### src/rtl/start_screen_pkg.sv
// start_screen_pkg: shared constants and types for the start-screen
// pixel fetch and palette stages.
package start_screen_pkg;

  localparam int IMG_W = 320;
  localparam int IMG_H = 240;
  localparam logic [3:0] BG_INDEX = 4'd0;

  typedef logic [3:0] idx_t;

  typedef struct packed {
    logic inimg;
    logic blank;
    logic hs;
    logic vs;
    logic mask;
  } pix_pipe_t;

  localparam pix_pipe_t PIPE_IDLE = '{
    inimg: 1'b0,
    blank: 1'b0,
    hs:    1'b1,
    vs:    1'b1,
    mask:  1'b0
  };

endpackage

### src/rtl/start_screen_blink_timer.sv
// start_screen_blink_timer: counts frames and flips the blink phase
// every BLINK_FRAMES frames. Only built when BLINK_EN is defined.
`ifdef BLINK_EN
module start_screen_blink_timer
  import start_screen_pkg::*;
#(
  parameter int BLINK_FRAMES = 30
) (
  input  logic clk,
  input  logic rst_n,
  input  logic frame_tick,
  output logic hidden
);

  localparam int CW =
    (BLINK_FRAMES > 1) ? $clog2(BLINK_FRAMES) : 1;

  logic [CW-1:0] cnt;

  always_ff @(posedge clk or negedge rst_n) begin
    if (!rst_n) begin
      cnt    <= '0;
      hidden <= 1'b0;
    end else if (frame_tick) begin
      if (cnt == CW'(BLINK_FRAMES - 1)) begin
        cnt    <= '0;
        hidden <= ~hidden;
      end else begin
        cnt <= cnt + CW'(1);
      end
    end
  end

endmodule
`endif

### src/rtl/start_screen_pixel_fetch.sv
// start_screen_pixel_fetch: raster coords -> image ROM reads, index and
// syncs aligned 3 clk later. Blink rectangle is built with BLINK_EN.
module start_screen_pixel_fetch
  import start_screen_pkg::*;
#(
  parameter int IMG_W = start_screen_pkg::IMG_W,
  parameter int IMG_H = start_screen_pkg::IMG_H,
  parameter int SCALE_SHIFT = 1,
  parameter int ADDR_W = 17,
  parameter logic [3:0] BG_INDEX = start_screen_pkg::BG_INDEX
`ifdef BLINK_EN
  ,
  parameter int BLINK_FRAMES = 30,
  parameter int BLINK_X0 = 240,
  parameter int BLINK_X1 = 400,
  parameter int BLINK_Y0 = 360,
  parameter int BLINK_Y1 = 392
`endif
) (
  input  logic              clk,
  input  logic              rst_n,
  input  logic [9:0]        drawX,
  input  logic [9:0]        drawY,
  input  logic              blank,
  input  logic              hs_in,
  input  logic              vs_in,
  output logic [ADDR_W-1:0] rom_addr,
  output logic              rom_rd,
  input  logic [3:0]        rom_q,
  output logic [3:0]        index,
  output logic              pix_valid,
  output logic              hs_out,
  output logic              vs_out
);

  localparam int XLAST = (IMG_W << SCALE_SHIFT) - 1;
  localparam logic [9:0] SUB =
    10'((1 << SCALE_SHIFT) - 1);
  localparam logic [ADDR_W-1:0] ROW_STEP = ADDR_W'(IMG_W);
  localparam logic [ADDR_W-1:0] ROW_MAX =
    ADDR_W'(IMG_W * (IMG_H - 1));

  logic [9:0]        sx;
  logic [9:0]        sy;
  logic              inimg;
  logic              mask;
  logic              vs_prev;
  logic              vs_fall;
  logic              line_end;
  logic [ADDR_W-1:0] row_base;
  pix_pipe_t         p1;
  pix_pipe_t         p2;

  assign sx = drawX >> SCALE_SHIFT;
  assign sy = drawY >> SCALE_SHIFT;

  assign inimg = blank
               & (sx < 10'(IMG_W))
               & (sy < 10'(IMG_H));

  assign vs_fall = vs_prev & ~vs_in;

  // Last screen pixel of the last screen line of a source row.
  assign line_end = blank
                  & (drawX == 10'(XLAST))
                  & ((drawY & SUB) == SUB)
                  & (sy < 10'(IMG_H));

`ifdef BLINK_EN
  logic hidden;

  start_screen_blink_timer #(
    .BLINK_FRAMES(BLINK_FRAMES)
  ) u_blink (
    .clk       (clk),
    .rst_n     (rst_n),
    .frame_tick(vs_fall),
    .hidden    (hidden)
  );

  assign mask = hidden
              & (drawX >= 10'(BLINK_X0))
              & (drawX <= 10'(BLINK_X1))
              & (drawY >= 10'(BLINK_Y0))
              & (drawY <= 10'(BLINK_Y1));
`else
  assign mask = 1'b0;
`endif

  // Row base saturates on the last row so a lost vsync stays in-ROM.
  always_ff @(posedge clk or negedge rst_n) begin
    if (!rst_n) begin
      vs_prev  <= 1'b1;
      row_base <= '0;
    end else begin
      vs_prev <= vs_in;
      if (vs_fall) begin
        row_base <= '0;
      end else if (line_end && (row_base < ROW_MAX)) begin
        row_base <= row_base + ROW_STEP;
      end
    end
  end

  always_ff @(posedge clk or negedge rst_n) begin
    if (!rst_n) begin
      rom_addr <= '0;
      rom_rd   <= 1'b0;
      p1       <= PIPE_IDLE;
    end else begin
      rom_rd <= inimg;
      if (inimg) begin
        rom_addr <= row_base + ADDR_W'(sx);
      end
      p1 <= '{
        inimg: inimg,
        blank: blank,
        hs:    hs_in,
        vs:    vs_in,
        mask:  mask
      };
    end
  end

  always_ff @(posedge clk or negedge rst_n) begin
    if (!rst_n) begin
      p2 <= PIPE_IDLE;
    end else begin
      p2 <= p1;
    end
  end

  always_ff @(posedge clk or negedge rst_n) begin
    if (!rst_n) begin
      index     <= BG_INDEX;
      pix_valid <= 1'b0;
      hs_out    <= 1'b1;
      vs_out    <= 1'b1;
    end else begin
      index     <= (p2.inimg & ~p2.mask) ? rom_q : BG_INDEX;
      pix_valid <= p2.blank;
      hs_out    <= p2.hs;
      vs_out    <= p2.vs;
    end
  end

endmodule

### config.mk
export PLATFORM = sky130hd
export DESIGN_NAME = start_screen_pixel_fetch
export DESIGN_NICKNAME = d
export VERILOG_FILES = /design/src/rtl/start_screen_pkg.sv /design/src/rtl/start_screen_blink_timer.sv /design/src/rtl/start_screen_pixel_fetch.sv
export SDC_FILE = /design/constraint.sdc
export NUM_CORES = 1
export LEC_CHECK = 0
export ABC_AREA = 1
export CORE_ASPECT_RATIO = 0.8
export CORE_MARGIN = 2
export CORE_UTILIZATION = 52
export DETAILED_ROUTE_END_ITERATION = 8
export GPL_ROUTABILITY_DRIVEN = 0
export PLACE_DENSITY = 0.83
export SETUP_SLACK_MARGIN = 0.5
export SYNTH_ARGS = -nofsm -noshare
export SYNTH_HDL_FRONTEND = slang
export SYNTH_HIERARCHICAL = 1
export SYNTH_SLANG_ARGS = --single-unit
### constraint.sdc
create_clock -name clk -period 2.95 [get_ports clk]
set_clock_uncertainty 0.1 [all_clocks]
set_input_delay 0.59 -clock clk [delete_from_list [all_inputs] [get_ports clk]]
set_output_delay 0.59 -clock clk [all_outputs]
set_load 0.05 [all_outputs]
* Word-level counts from Yosys, hierarchy flattened
Cells that the tools add are included.
Word-level totals: logic and storage cells 32, output and inout bits 25, flip-flop bits (word level) 49, input bits 29
Cells by class: muxes and demuxes 3, reduce and logical (&&, ||, !) cells 2, order comparisons 3, equality and inequality tests 1, bitwise operators 7, add/subtract/negate cells 2
Operator list (count):
- 17-bit 2-to-1 mux | 2
- 17-bit by 9-bit adder with 17-bit output | 1
- 17-bit by 9-bit adder with 17-bit output, second input constant | 1
- 17-bit < comparator, second input constant | 1
- 10-bit equality test, second input constant | 1
- 9-bit by 8-bit < comparator with 1-bit output, second input constant | 1
- 9-bit < comparator, second input constant | 1
- 1-bit AND | 6
- 4-bit 2-to-1 mux | 1
- 2-bit nonzero test | 1
- 1-bit logical AND | 1
- 1-bit inverter | 1

* Longest topological paths before layout
Gate-level depths: netlist (run 1).
word-level depth 7, mapped depth 9, mapped depth without buffers 9

* Worst setup path before layout (run 1)
OpenSTA, ideal clock, no wires.
path type input-to-reg, start in drawX[8], end reg rom_addr[14], library setup time 0.118 ns, stages on the path 8, arrival time 1.490 ns, buffers on the path 0, required time 2.732 ns, slack 1.242 ns, cells stage by stage ha_1 nand2_1 nand2_1 nand3_1 nand2_1 nand3_1 nand3_1 nand2_1
On the way: longest elaborated chain between the ends 3, elaborated cells on any way between the ends 4, those cells by class 1 x add/sub; 1 x order compare; 2 x bitwise
RTL lines:
- from (decl) | line start_screen_pixel_fetch.sv:22 | input logic [9:0] drawX,
- 9-bit < comparator | line start_screen_pixel_fetch.sv:58 | & (sx < 10'(IMG_W))
- 1-bit AND | line start_screen_pixel_fetch.sv:58
- 1-bit AND | line start_screen_pixel_fetch.sv:59 | & (sy < 10'(IMG_H));
- to (signal assigned) | line start_screen_pixel_fetch.sv:113 | rom_addr <= row_base + ADDR_W'(sx);
- to (decl) | line start_screen_pixel_fetch.sv:27 | output logic [ADDR_W-1:0] rom_addr,
Parallel ways exist; a longest one is shown, timed or not. A chain may end at the register's enable or synchronous reset.

* Final worst setup path (run 1)
start reg hs_out, end out hs_out
RTL lines:
- from (decl) | line start_screen_pixel_fetch.sv:32 | output logic hs_out,
- from (signal assigned) | line start_screen_pixel_fetch.sv:142 | hs_out <= p2.hs;
No word-level cell between the ends.

==> results.cfg, run 1 <==
[status]
outcome = completed

[critical_path]
crit_fanout = 1
cp_cell_sequence = clkdlybuf4s50_1
cp.required_ns = 2.26
cp_num_buf_inv = 1
critical_path_arrival_ns = 1.60
crit_cells = 1
reg2reg_slack_ns = 0.96
cp-startpoint = hs_out
slowest_delay_ns = 0.79
cp-end-kind = output port
worstReg2RegStart = row_base[6]
criticalPathCategory = reg -> out
ff2ff_path_depth = 9
r2r-end = row_base[16]
cp_slowest_cell = clkdlybuf4s50_1
critPathTopFamily = buffers and inverters
cp-endpoint = hs_out
startpoint_type = flip-flop

[flow_run]
drv_cap = 0

[power]
switching_share_pct = 25.7
cell_internal_pwr_mw = 1.05
pwr-share-clk_pct = 37.6
powerDensity_nw_per_um2 = 506
peakVddDrop_v = 0.000529
leakagePower_nw = 1.45
netSwitchingPower_mw = 0.362
power_frac_seq_pct = 45.2
comb_power_share_pct = 17.1

[cells_and_area]
drive_gt1_share_pct = 6.73
final_cell_mix = nand2_1, clkdlybuf4s50_1, nand3_1, dfrtp_1, inv_1
seqCellArea_um2 = 1080
final_common_cell = nand2_1
nNetsFinal = 359
finish.utilization_pct = 71.7
antenna_cells = 0
instances_no_fill = 382
multi_input_area_um2 = 870
area_delta_synth_final_pct = 29.6
fillers = 310

[die]
die_x_um = 75.8
start_util_pct = 55.4
die_h_um = 61.5
die-area_um2 = 4660
ioPinCount = 54
core_um2 = 3880
rows = 20

[yosys]
ys_warn_count = 6
synth.cell_area_um2 = 2150
yosysUniqueCellTypes = 20
yosysTopAreaCellShare_pct = 43.1
synth_edf_count = 0
yosysTopAreaCell = dfrtp_1
async_flop_share_pct = 100
ys.flop_type = dfrtp_1
synth.area.top_cells = dfrtp_1, nand2_1, nand3_1, dfstp_2, inv_1
syn_area_per_cell_um2 = 7.72
yosys_register_bits = 43
yosysSeqAreaShare_pct = 50.5
syn_nets = 311
synthCells = 278

[sta]
period_needed_ns = 2.29
max_freq_ghz = 0.436
hold_viol = 0
fin_crit_sh_pct = 77.7
slew_headroom_pct = 39.3
setup_viol = 0
rsz0062_at_grt = no
drv_slew = 0
tightest_slew_ns = 0.911
fin_setup_tns_ns = 0
holdWs_ns = 0.255

[clocking]
h-tree-depth = 2
clk-insertion-delay-late_ns = 0.29
numCtsBuffers = 5
cts_resized = 0
cts_buffer_depth = 2
tritoncts = done
clock-sinks = 43
postCtsHoldBufs = 0
clk_pin_slew_worst_paths_ns = 0.08
cts-root-buf = clkbuf_8
postCtsSetupBuffers = 0

[hold_path]
hp-start = p1[3]
worstHoldPathType = reg -> reg

[route]
ant_nets = 0
dr.first_iter.drc_count = 105
dr_total_vias = 1872
drt-total-wl_mm = 4.57
dr.pass1.iters = 4
vias_per_cell = 4.90
drcViolationCount = 0
wl_per_cell_um = 12.0

[global_route]
grt_max_degree = 44
grt_pass1_wl_mm = 7.74
grt_pass1_vias = 1725
grt_overflow_total = 0
antenna_found_initial = 0
track_usage_pct = 22.2

[placed_design]
hpwl_mm = 3.38
io_buffers = 49
place_inst = 374
-- power groups by stage --
stage	logic (mW)	registers [mW]	clock network [mW]
floorplan	0.0426	0.741	0
finish	0.242	0.637	0.530
detailed placement	0.243	0.649	0
global placement	0.241	0.647	0
global route	0.259	0.641	0.564
CTS	0.244	0.638	0.540
-- cells by family (layout without fill, tap and decap cells) --
family	after synthesis	in the layout	share of synthesized area, %
and+or+nand+nor	169	169	32.6
DFF	43	43	50.5
buffers and inverters	43	92	9.03
AOI/OAI and AO/OA	13	13	3.15
xor gates and xnor gates	6	6	2.45
adders and majority gates	4	4	2.33
-- through the flow --
stage	power, mW	cell area [µm²]	worst slack, ns
6_report	1.41	2780	0.658
3_3_place_gp	0.888	2650	0.639
2_1_floorplan	0.784	2150	1.24
3_5_place_dp	0.892	2650	0.561
5_1_grt	1.46	2780	0.619
4_1_cts	1.42	2780	0.642
-- flip-flops by register name, summed over array words and instances (netlist names) --
| register | flops |
|---|---|
| rom_addr | 17 |
| row_base | 11 |
| index | 4 |
| p1 | 4 |
| p2 | 4 |
| hs_out | 1 |
| pix_valid | 1 |
| vs_out | 1 |
-- how the worst min path moves through the flow --
| stage | to | cells after the start |
|---|---|---|
| global placement | pix_valid | 0 |
| finish | p2[3] | 0 |
| CTS | p2[3] | 0 |
| detailed placement | p2[3] | 0 |
| global route | p2[3] | 0 |
| floorplan | index[0] | 0 |
-- layout make-up --
type                    count  share of cell area, %
clock buffers               5                   2.47
clock inverters             3                   2.43
inverters                  33                   4.45
multi-input cells         192                   31.2
flip-flops and latches     43                   38.9
well taps                  55                   2.47
repair buffers             51                   18.0
-- synth_stat cells, types with 3 or more instances --
cell	instances
a21oi_1	4
buf_2	5
dfrtp_1	37
dfstp_2	6
ha_1	4
inv_1	31
nand2_1	106
nand3_1	39
nor2_1	19
o21ai_0	8
xnor2_1	3
xor2_1	3
-- routing by layer --
metal	global-route usage (%)	up-vias	part of all wire [%]
met3	5.56	9	6.0
met5	0	-	0
met2	35.7	60	46
li1	-	963	-
met1	30.4	840	47
met4	5.51	0	0.96
No activity file was read; power rests on OpenSTA's default activity.
==> inputs of run 2 (changes only) <==
--- a/config.mk
+++ b/config.mk
@@ -8,10 +8,10 @@
 export ABC_AREA = 1
 export CORE_ASPECT_RATIO = 0.8
 export CORE_MARGIN = 2
-export CORE_UTILIZATION = 52
+export CORE_UTILIZATION = 49
 export DETAILED_ROUTE_END_ITERATION = 8
 export GPL_ROUTABILITY_DRIVEN = 0
-export PLACE_DENSITY = 0.83
+export PLACE_DENSITY = 0.79
 export SETUP_SLACK_MARGIN = 0.5
 export SYNTH_ARGS = -nofsm -noshare
 export SYNTH_HDL_FRONTEND = slang
==> constraint.sdc (replaced) <==
create_clock -name clk -period 2.4 [get_ports clk]
set_clock_uncertainty 0.1 [all_clocks]
set_input_delay 0.48 -clock clk [delete_from_list [all_inputs] [get_ports clk]]
set_output_delay 0.48 -clock clk [all_outputs]
set_load 0.05 [all_outputs]
==> run 2 against run 1 <==
Against the previous run:
- worst setup slack lost 0.042 ns
- combinational power is 15% higher
- via count decreased by 0.16%
- die area up 5.8%
- critical path depth up 9
- highest routed layer unchanged
- wire length up 1.2%
- total power is 11% higher
- final cell count up 1.3%
==> results.cfg, run 2 (synthesis gave the netlist of run 1 again) <==
[power]
netSwitchingPower_mw = 0.452
peakVddDrop_v = 0.000453
comb_power_share_pct = 17.8
powerDensity_nw_per_um2 = 567
power_frac_seq_pct = 50.1
leakagePower_nw = 1.55
cell_internal_pwr_mw = 1.11
switching_share_pct = 28.9
pwr-share-clk_pct = 32.2

[clocking]
numCtsBuffers = 5
clock-sinks = 43
cts-root-buf = clkbuf_8
postCtsHoldBufs = 0
clk_pin_slew_worst_paths_ns = 0.08
h-tree-depth = 2
cts_buffer_depth = 2
tritoncts = done
postCtsSetupBuffers = 0
clk-insertion-delay-late_ns = 0.30

[hold_path]
worstHoldPathType = in -> async

[die]
ioPinCount = 54
die_h_um = 63.2
rows = 21
core_um2 = 4200
die-area_um2 = 4930
start_util_pct = 51.1
die_x_um = 78.0

[placed_design]
io_buffers = 49
place_inst = 379
hpwl_mm = 3.36
place_area_um2 = 2670

[sta]
fin_crit_sh_pct = 74.4
tightest_slew_ns = 0.534
hold_viol = 0
period_needed_ns = 1.78
max_freq_ghz = 0.560
fin_setup_tns_ns = 0
drv_slew = 0
rsz0062_at_grt = no
setup_viol = 0
slew_headroom_pct = 64.4

[critical_path]
cp-end-kind = flip-flop
startpoint_type = primary input
crit_fanout = 8
critical_path_arrival_ns = 1.92
criticalPathCategory = in -> reg
cp.required_ns = 2.54

[cells_and_area]
drive_gt1_share_pct = 9.09
reg.largest.list = rom_addr x17, row_base x11
area_delta_synth_final_pct = 28.5
largest_register_ffs = 17
largest-register = rom_addr
final_cell_area_um2 = 2760
nNetsFinal = 362
final_common_cell = nand2_1
antenna_cells = 0
instances_no_fill = 387
finish.utilization_pct = 65.6
final_cell_mix = nand2_1, nand3_1, dfrtp_1, inv_1, dlygate4sd2_1

[route]
drcViolationCount = 0
dr_total_vias = 1869
ant_nets = 0
drt-total-wl_mm = 4.63
wl_per_cell_um = 12.0
vias_per_cell = 4.83
dr.first_iter.drc_count = 192
dr.pass1.iters = 5

[global_route]
grt_max_degree = 44
grt_pass1_vias = 1667
grt_overflow_total = 0
track_usage_pct = 20.5
antenna_found_initial = 0
grt_pass1_wl_mm = 7.92

[status]
outcome = completed

[flow_run]
drv_cap = 0
-- run 2: cell count changes in the layout (fill, tap and decap cells not counted), sizes merged --
cell	delta
clkdlybuf4s50	-26
dlygate4sd2	+23
clkbuf	+4
buf	+3
bufinv	-2
dlymetal6s2s	+1
-- run 2: worst paths after layout --
path | slack (ns) | startpoint | depth (start not counted) | endpoint
hold reg to reg | 0.26 | p2[2] | 0 | hs_out
max in group asynchronous | 1.68 | rst_n | 2 | p1[1]
setup reg to reg | 0.74 | row_base[7] | 10 | row_base[16]
hold / removal | 0.14 | rst_n | 2 | index[0]
setup / recovery | 0.62 | drawX[7] | 10 | rom_addr[15]
min in group clk | 0.26 | p2[2] | 0 | hs_out
-- run 2: repair_timing --
action / 4_1_cts / 5_1_grt
endpoints found under the hold margin: 0 / 0
pin swaps: 0 / 2
setup endpoints to repair: 27 / 15
gates resized for setup: 27 / 8
-- run 2: power groups by stage --
stage          combinational [mW]  clock (mW)  sequential, mW
4_1_cts                     0.280       0.510           0.784
3_3_place_gp                0.297           0           0.796
3_5_place_dp                0.302           0           0.799
2_1_floorplan              0.0524           0           0.911
5_1_grt                     0.296       0.558           0.787
6_report                    0.278       0.503           0.784
-- run 2: area by class of cell --
cell class / count / area, µm²
clock inverter: 1 / 7.51
clock buffer: 7 / 96.3
sequential: 43 / 1080
inverter: 33 / 126
tap: 57 / 71.3
fill: 365 / 1450
timing repair buffer: 54 / 487
multi-input combinational: 192 / 887
-- run 2: per-stage QoR --
step                      hold WS [ns]  setup slack (ns)  power (mW)
final                            0.139             0.616        1.57
after global routing             0.186             0.501        1.64
after CTS                        0.164             0.482        1.57
after detailed placement         0.247             0.187        1.10
after global placement           0.233             0.197        1.09
after floorplan                 0.0844             0.802       0.964
-- run 2: critical path, cell delays in order --
cell and delay, ns:
clkdlybuf4s50_1 0.50, ha_1 0.20, nand2_1 0.06, nand2_1 0.11, nand3_1 0.09, nand2_2 0.15, nand3_1 0.10, nand2_1 0.08
nand3_1 0.07, nand2_1 0.08
-- run 2: routing by layer --
metal / up-vias / track usage, % / wire length [µm]
met5: - / 0 / 0
met2: 41 / 30.7 / 2060
li1: 967 / - / -
met3: 7 / 4.30 / 211
met1: 854 / 29.4 / 2290
met4: 0 / 7.89 / 70
==> variant, RTL diff (settings of run 2) <==
Build with the macro `BLINK_EN` defined.
--- a/src/rtl/start_screen_blink_timer.sv
+++ b/src/rtl/start_screen_blink_timer.sv
@@ -2,2 +2,4 @@
 // every BLINK_FRAMES frames. Only built when BLINK_EN is defined.
+`define BLINK_EN
+
 `ifdef BLINK_EN
Check against the original RTL: same outputs for any inputs over 10 cycles, from zero or initial values and one cycle with rst_n low; that may be too few to reach the edited logic, so the function may still have changed.
==> variant against run 2 <==
  * The run now ends with negative hold slack left
  * Combinational power up 44%
  * Synthesized cell count up 24%
  * Cell area up 22%
  * Synthesized area up 23%
  * Worst setup slack worse by 83 ps
  * Wire length up 30%
  * Via count up 27%
  * Total power up 22%
  * Hold slack worse by 150 ps
  * Utilization up 0.53 points
  * Sequential cell count up 8
  * Largest cell class unchanged
==> variant: results (changes against run 2) <==
### Global routing
* 2,188 — vias in the first global route, was 1,667
* 10.01 mm — wire length of the first global-routing pass, was 7.921 mm

### Status
* complete, but fails checks — run status, was finished, final reports clean
* negative hold slack — failing checks

### Critical path
* 530 ps — delay of the slowest cell on the worst path, was 500 ps
* 3 — critical path peak fanout, was 8
* 2000 ps — data arrival time of the worst path, was 1920 ps

### Routing
* 189 — DRC violation total after the first TritonRoute iteration, was 192
* 5.023 — per-cell via count in the routed design, was 4.829

### Timing
* 506.8 ps — Worst Max-Slew Pin Slew, was 533.8 ps
* 8 — final hold violation count, was 0
* -11.71 ps — final worst hold slack, was 139.5 ps

### Logic synthesis
* 30 — Unique masters post-synth, was 20
* 1.655% — share of the synthesized netlist area taken by xor and xnor gates, was 2.448%
* dfrtp_1 (43%), nand2_1 (15%), nor2_1 (7.1%), inv_1 (6.1%), dfstp_2 (6.0%) — leading post-synthesis cells by cell area, was dfrtp_1 (43%), nand2_1 (19%), nand3_1 (9.1%), dfstp_2 (7.3%), inv_1 (5.4%)
* 2.837% — synthesized-area fraction occupied by adder cells, was 2.331%
* 48.51% — share of the yosys chip area belonging to registers, was 50.47%
* 381 — Mapped Nets, was 311
* nand2_1 (103), nor2_1 (50), dfrtp_1 (45) — top cells by instance count after synthesis, was nand2_1 (106), nand3_1 (39), dfrtp_1 (37)

### Placed design
* 53 — count of input and output buffers, was 49

### Finish
* 13.14% — fraction of layout cells with a size suffix above 1, was 9.091%
* 445 — net count of the finished layout, was 362
* 429 — fill cell total of the finished layout, was 365

### Power
* 0.3788 mV — Worst VDD drop, was 0.4528 mV
* 1.802 nW — Static Leakage, was 1.546 nW

### CTS
* 100 ps — clock slew seen by the registers of the worst setup and hold paths, was 80 ps

variant: changes by cell type after synthesis, moves of 5 or more:
| cell | before | now |
|---|---|---|
| o21ai_1 | 0 | 7 |
| nand2_2 | 0 | 5 |
| nand3_1 | 39 | 29 |
| inv_1 | 31 | 43 |
| dfrtp_1 | 37 | 45 |
| nor2_1 | 19 | 50 |
variant: per-stage QoR:
stage	hold slack (ps)	power [W]	instance area, sq um	cells
after global routing	13.62	0.002028	3369	473
after floorplan	84.41	0.001262	2646	346
after global placement	232.5	0.001429	3246	460
after detailed placement	234.7	0.001437	3246	460
final	-11.71	0.001916	3369	473
after CTS	2.774	0.001934	3322	468
variant: kinds of logic after synthesis:
kind of cell    Yosys count
compound gates           23
xor+xnor                  5
fa+ha+maj                 6
buf+inv                  54
flops                    51
simple gates            207
variant: per-layer routing:
layer  track usage, %  vias up  share of wire (%)  wire length [um]
met4            6.526        0                1.8               108
met5                0        -                  0                 0
met3            4.405       11                7.6               456
met1            28.78     1075                 46              2749
met2            33.33       94                 45              2697
li1                 -     1196                  -                 -
variant: final timing paths:
kind	start	to	slack [ps]	cells past startpoint
worst max-delay path	drawX[4]	row_base[12]	530	11
worst min-delay path	rst_n	rom_addr[0]	-10	1
worst max register to register	row_base[8]	row_base[12]	640	11
worst min register to register	p1[0]	p2[0]	250	0
max in group asynchronous	rst_n	vs_out	1530	2
min in group clk	p1[0]	p2[0]	250	0
variant: what timing repair did:
action / in CTS / in global routing
hold buffers: 0 / 0
gates resized for setup: 29 / 13
endpoints found under the setup margin: 27 / 24
pin swaps: 2 / 4
setup buffers: 0 / 5
variant: area by class of cell:
class	count	share of cell area, %
inverter	49	5.533
timing repair buffer	62	16.45
clock buffer	6	2.451
multi-input combinational	241	34.76
clock inverter	2	0.4085
sequential	51	38.10
tap	62	2.302
variant: where the power goes:
| part | total (W) | internal, W | switching [W] |
|---|---|---|---|
| Clock | 0.000522 | 0.000236 | 0.000286 |
| Combinational | 0.000400 | 0.000138 | 0.000262 |
| Sequential | 0.000993 | 0.000940 | 0.0000533 |
| Total | 0.00192 | 0.00131 | 0.000601 |
